===== src/rtl/qr_pkg.sv =====
// Shared constants for the QR decoder frame-buffer datapath.
// Requester indices fix the priority slots seen by frame_read_arbiter.
package qr_pkg;

  localparam int FRAME_W     = 480;
  localparam int FRAME_H     = 480;
  localparam int FB_ADDR_W   = 20;

  localparam int REQ_CROSS   = 0;
  localparam int REQ_SAMPLE  = 1;
  localparam int REQ_OVERLAY = 2;

  localparam int NUM_FB_REQ  = 3;
  localparam int GRANT_IDX_W = 2;

endpackage


===== src/rtl/rr_pick.sv =====
// Round-robin one-hot picker with an optional lock that pins the grant to one index.
// Also used by the decoder's output arbiter.
module rr_pick #(
  parameter int N     = 3,
  parameter int PTR_W = 2
) (
  input  logic [N-1:0]     req,
  input  logic [PTR_W-1:0] rr_ptr,
  input  logic             lock_en,
  input  logic [PTR_W-1:0] lock_idx,
  output logic [N-1:0]     grant
);

  logic             found_s;
  logic [PTR_W-1:0] idx_s;

  // Search starts one past the last winner and wraps; a lock overrides the search.
  always_comb begin
    grant   = '0;
    found_s = 1'b0;
    idx_s   = '0;
    if (lock_en) begin
      for (int k = 0; k < N; k++) begin
        grant[k] = req[k] & (PTR_W'(k) == lock_idx);
      end
    end else begin
      for (int k = 1; k <= N; k++) begin
        idx_s        = PTR_W'((int'(rr_ptr) + k) % N);
        grant[idx_s] = req[idx_s] & ~found_s;
        found_s      = found_s | req[idx_s];
      end
    end
  end

endmodule


===== src/rtl/frame_read_arbiter.sv =====
// Shares the frame-buffer BRAM read port between the cross checker, sampler and overlay.
// Round-robin grant with per-requester lock; a tag pipeline routes data back to its issuer.
module frame_read_arbiter
  import qr_pkg::*;
#(
  parameter int NUM_REQ      = NUM_FB_REQ,
  parameter int ADDR_W       = FB_ADDR_W,
  parameter int DATA_W       = 1,
  parameter int READ_LATENCY = 2
) (
  input  logic                      clk_in,
  input  logic                      rst_in,
  input  logic [NUM_REQ-1:0]        req_valid,
  input  logic [NUM_REQ*ADDR_W-1:0] req_addr,
  input  logic [NUM_REQ-1:0]        req_lock,
  output logic [NUM_REQ-1:0]        req_ready,
  output logic [NUM_REQ-1:0]        rsp_valid,
  output logic [DATA_W-1:0]         rsp_data,
  input  logic                      hold_in,
  output logic [ADDR_W-1:0]         bram_addr,
  output logic                      bram_en,
  input  logic [DATA_W-1:0]         bram_dout,
  output logic [GRANT_IDX_W-1:0]    grant_idx,
  output logic                      busy
);

  logic [GRANT_IDX_W-1:0] rr_ptr_r;
  logic                   lock_valid_r;
  logic [GRANT_IDX_W-1:0] lock_idx_r;
  logic [ADDR_W-1:0]      last_addr_r;
  logic [NUM_REQ-1:0]     tag_r [READ_LATENCY];

  logic [NUM_REQ-1:0]     grant_s;
  logic                   issue_s;
  logic [GRANT_IDX_W-1:0] gidx_s;
  logic [ADDR_W-1:0]      addr_s;
  logic                   tag_any_s;

  rr_pick #(
    .N     (NUM_REQ),
    .PTR_W (GRANT_IDX_W)
  ) u_pick (
    .req      (req_valid),
    .rr_ptr   (rr_ptr_r),
    .lock_en  (lock_valid_r),
    .lock_idx (lock_idx_r),
    .grant    (grant_s)
  );

  // Handshake: gated by hold and by reset so nothing is accepted while rst_in is low.
  always_comb begin
    req_ready = grant_s & {NUM_REQ{~hold_in & rst_in}};
    issue_s   = |req_ready;
  end

  // One-hot AND-OR mux for the winning index and address.
  always_comb begin
    gidx_s = '0;
    addr_s = '0;
    for (int i = 0; i < NUM_REQ; i++) begin
      gidx_s = gidx_s | (GRANT_IDX_W'(i) & {GRANT_IDX_W{req_ready[i]}});
      addr_s = addr_s | (req_addr[i*ADDR_W +: ADDR_W] & {ADDR_W{req_ready[i]}});
    end
  end

  // Pipeline occupancy for busy.
  always_comb begin
    tag_any_s = 1'b0;
    for (int i = 0; i < READ_LATENCY; i++) begin
      tag_any_s = tag_any_s | (|tag_r[i]);
    end
  end

  // Port drive and response routing.
  always_comb begin
    bram_en   = issue_s;
    bram_addr = issue_s ? addr_s : last_addr_r;
    rsp_valid = tag_r[READ_LATENCY-1];
    if (|tag_r[READ_LATENCY-1]) begin
      rsp_data = bram_dout;
    end else begin
      rsp_data = '0;
    end
    busy      = issue_s | tag_any_s;
    grant_idx = rr_ptr_r;
  end

  // Round-robin pointer and held BRAM address advance only on issue.
  always_ff @(posedge clk_in or negedge rst_in) begin
    if (!rst_in) begin
      rr_ptr_r    <= '0;
      last_addr_r <= '0;
    end else if (issue_s) begin
      rr_ptr_r    <= gidx_s;
      last_addr_r <= addr_s;
    end else begin
      rr_ptr_r    <= rr_ptr_r;
      last_addr_r <= last_addr_r;
    end
  end

  // Lock ownership: set/cleared on issue, and released any cycle the owner drops req_lock.
  always_ff @(posedge clk_in or negedge rst_in) begin
    if (!rst_in) begin
      lock_valid_r <= 1'b0;
      lock_idx_r   <= '0;
    end else if (issue_s) begin
      lock_valid_r <= req_lock[gidx_s];
      lock_idx_r   <= gidx_s;
    end else if (lock_valid_r && !req_lock[lock_idx_r]) begin
      lock_valid_r <= 1'b0;
      lock_idx_r   <= lock_idx_r;
    end else begin
      lock_valid_r <= lock_valid_r;
      lock_idx_r   <= lock_idx_r;
    end
  end

  // Tag shift register matching the BRAM read latency; idle cycles push zero.
  always_ff @(posedge clk_in or negedge rst_in) begin
    if (!rst_in) begin
      for (int i = 0; i < READ_LATENCY; i++) begin
        tag_r[i] <= '0;
      end
    end else begin
      tag_r[0] <= req_ready;
      for (int i = 1; i < READ_LATENCY; i++) begin
        tag_r[i] <= tag_r[i-1];
      end
    end
  end

endmodule


===== config.mk =====
export PLATFORM = sky130hd
export DESIGN_NAME = frame_read_arbiter
export DESIGN_NICKNAME = d
export VERILOG_FILES = /design/src/rtl/qr_pkg.sv /design/src/rtl/rr_pick.sv /design/src/rtl/frame_read_arbiter.sv
export SDC_FILE = /design/constraint.sdc
export NUM_CORES = 1
export LEC_CHECK = 0
export BUFFER_PORTS_ARGS = -buffer_cell sky130_fd_sc_hd__buf_2
export CORE_UTILIZATION = 40
export DETAILED_ROUTE_END_ITERATION = 10
export PLACE_DENSITY_LB_ADDON = 0.12
export SLEW_MARGIN = 20
export SYNTH_ARGS = -nofsm -noshare
export SYNTH_HDL_FRONTEND = slang
export SYNTH_SLANG_ARGS = --single-unit

===== constraint.sdc =====
create_clock -name clk_in -period 2.45 [get_ports clk_in]
set_input_delay 0.1225 -clock clk_in [delete_from_list [all_inputs] [get_ports clk_in]]
set_output_delay 0.1225 -clock clk_in [all_outputs]
set_load 0.01 [all_outputs]

==> out/results.ini <==
[synthesis]
synth-seq-cells=29
synthesis.instances=171
ys_seq_area_share_pct=38.1
synthDistinctLibCells=44
synth_edf_count=0
netlist_area_sq_um=1900
yosys_warnings=0
syn_nets=246
postSynthAreaPerCell_sq_um=11.1
synthArstFlopShare_pct=100
synthFlopType=dfrtp_1

[power_and_ir_drop]
power.leakage_nw=1.56
ir_drop_uv=766
power_density_nw_per_um2=1270

[clock_tree]
cts_root_buf=clkbuf_8
clk_latency_ns=0.28
cts-buffers-inserted=5
cts_tree=yes
path_clk_slew_ns=0.07
htreeDepth=2
cts.sinks=29
cts.path.max_buffers=2

[drt]
dr.first_iter.drc_count=86
dr.pass1.iters=9
routed_wl_mm=5.43
dr_total_vias=1847
drtAntennaViolNets=0
viasPerCell=5.29
drc_errors=6
routedWlPerCell_um=15.6

[sta]
rsz0062_at_grt=yes
fin_ws_ns=-0.547
finalCriticalPeriod_ns=3.00
hold_violations=0
period_share_pct=122
max_freq_mhz=334
fin_tns_setup_ns=-14.30
tightest_slew_ns=0.477
finalMaxSlewViolations=0
clock_skew_ns=0.00571
setup_viol=47
relSlewSlack_pct=68.2

[layout]
syn_to_final_growth_pct=59.6
layout_commonest_cell=buf_2
stdcell_area_sq_um=3040
drive_gt1_share_pct=58.6
final_cell_mix=buf_2, buf_6, dfrtp_1, mux2_4, buf_4
instances_no_fill=349
nNetsFinal=371
num_antenna_cells=0

[hold_path]
worstHoldPathCells=2
hold_path_class=primary input to flop

[global_route]
grt_pass1_vias=1811
antenna_found_initial=0
grt_max_degree=30
grt_use_total_pct=22.1
grt_first_pass_wirelength_mm=8.71
grt_overflow_total=0

[placement]
preCtsSetupSlack_ns=-0.301
port_buffers=100
gp_congestion=0.902
dp_hpwl_mm=3.75
dp.cells=332
place_area_sq_um=2580

[die]
die_x_um=71.0
design.die.area_sq_um=5040
num_rows=24
pin_count=101
initial_core_util_pct=42.5
die_h_um=71.0
core_area_sq_um=4470

[setup_path]
reg2reg_depth=10
cp.arrival_ns=2.87
setup.worst_path.end_class=output pin
crit_path_max_fanout=11
setup.worst_path.start_class=flop
critPathRequiredTime_ns=2.33
crit_type=flop to output pin

[outcome]
violations=design-rule violations, negative setup slack
run_status=finished with violations

[run]
max_cap_violations=0

## path summary, 6_finish.rpt
kind	startpoint	end	slack [ns]
worst max-delay path	lock_idx_r[1]$_DFFE_PN0P_	bram_addr[9]	-0.55
max in group asynchronous	rst_in	lock_idx_r[0]$_DFFE_PN0P_	1.73
worst min register to register	tag_r[4]$_DFF_PN0_	rsp_valid[1]$_DFF_PN0_	0.37
min in group asynchronous	rst_in	lock_valid_r$_DFFE_PN0P_	0.42
worst min-delay path	req_lock[1]	lock_valid_r$_DFFE_PN0P_	0.08
worst max register to register	lock_idx_r[1]$_DFFE_PN0P_	last_addr_r[3]$_DFF_PN0_	-0.21
## what timing repair did
item | CTS | global route
hold buffers | 1 | 0
resized for setup | 41 | 6
setup endpoints to repair | 46 | 48
buffers inserted | 3 | 3
gates cloned | 1 | 1
hold endpoints to repair | 29 | 0
pin swaps | 12 | 8
## synth_stat cells, types with 3 or more instances
cell type,n,area [sq um]
nor2_1,4,15.0
nand2_1,5,18.8
a21oi_1,3,15.0
a222oi_1,3,30.0
a221o_1,18,180
mux2_4,15,225
and2_1,18,113
buf_2,4,20.0
buf_4,4,30.0
ha_1,5,62.6
dfrtp_1,29,726
mux2_2,5,56.3
mux2i_1,4,40.0
clkbuf_1,5,18.8
inv_1,7,26.3
nor3_1,5,25.0
## kinds of logic (layout without fill, tap and decap cells)
group	count (synthesis)	in the layout	share of synthesized area, %
buf+inv	23	149	6.97
fa+ha+maj	5	5	3.29
flops	29	29	38.1
mux	24	24	16.9
simple gates	45	45	13.9
compound gates	45	45	20.8
## layout make-up
cell class	instances	area (sq um)
Tap cell	52	65.1
Fill cell	363	1440
Timing Repair Buffer	134	967
Multi-Input combinational cell	119	1110
Clock buffer	5	68.8
Sequential cell	29	728
Inverter	7	31.3
Clock inverter	3	65.1
## critical path, stage by stage (launching register included)
cell      delay, ns
dfrtp_2        0.42
inv_4          0.06
ha_4           0.31
mux2_4         0.32
a222oi_1       0.44
a31oi_1        0.15
nand2_1        0.13
or3_4          0.18
buf_12         0.15
mux2_4         0.31
buf_6          0.13
## metal layers
layer  vias to the layer above  share of wire (%)  global-route usage [%]
li1                        899                  -                       -
met3                         6                6.4                    5.13
met2                        89                 47                    36.4
met4                         0               0.86                    4.67
met5                         -                  0                       0
met1                       853                 45                    29.9
## power breakdown
group | leakage (nW) | internal, mW | switching (mW)
combinational | 1.11 | 1.45 | 1.10
clock | 0.0681 | 0.404 | 0.203
sequential | 0.387 | 0.640 | 0.0685
## state kept, by name, indices dropped and copies added, names as in the netlist
| name | cells |
|---|---|
| last_addr_r | 20 |
| lock_idx_r | 2 |
| lock_valid_r | 1 |
| rsp_valid | 3 |
| tag_r | 3 |
## per-stage QoR
step / power (mW) / util [%] / hold slack (ns)
finish: 3.87 / 67.9 / 0.0819
global route: 4.11 / 67.9 / 0.0853
CTS: 3.78 / 66.1 / 0.0763
detailed placement: 2.74 / 57.7 / 0.193
global placement: 2.72 / 57.7 / 0.182
floorplan: 2.08 / - / -0.173
Power figures use the tool's default switching activity.
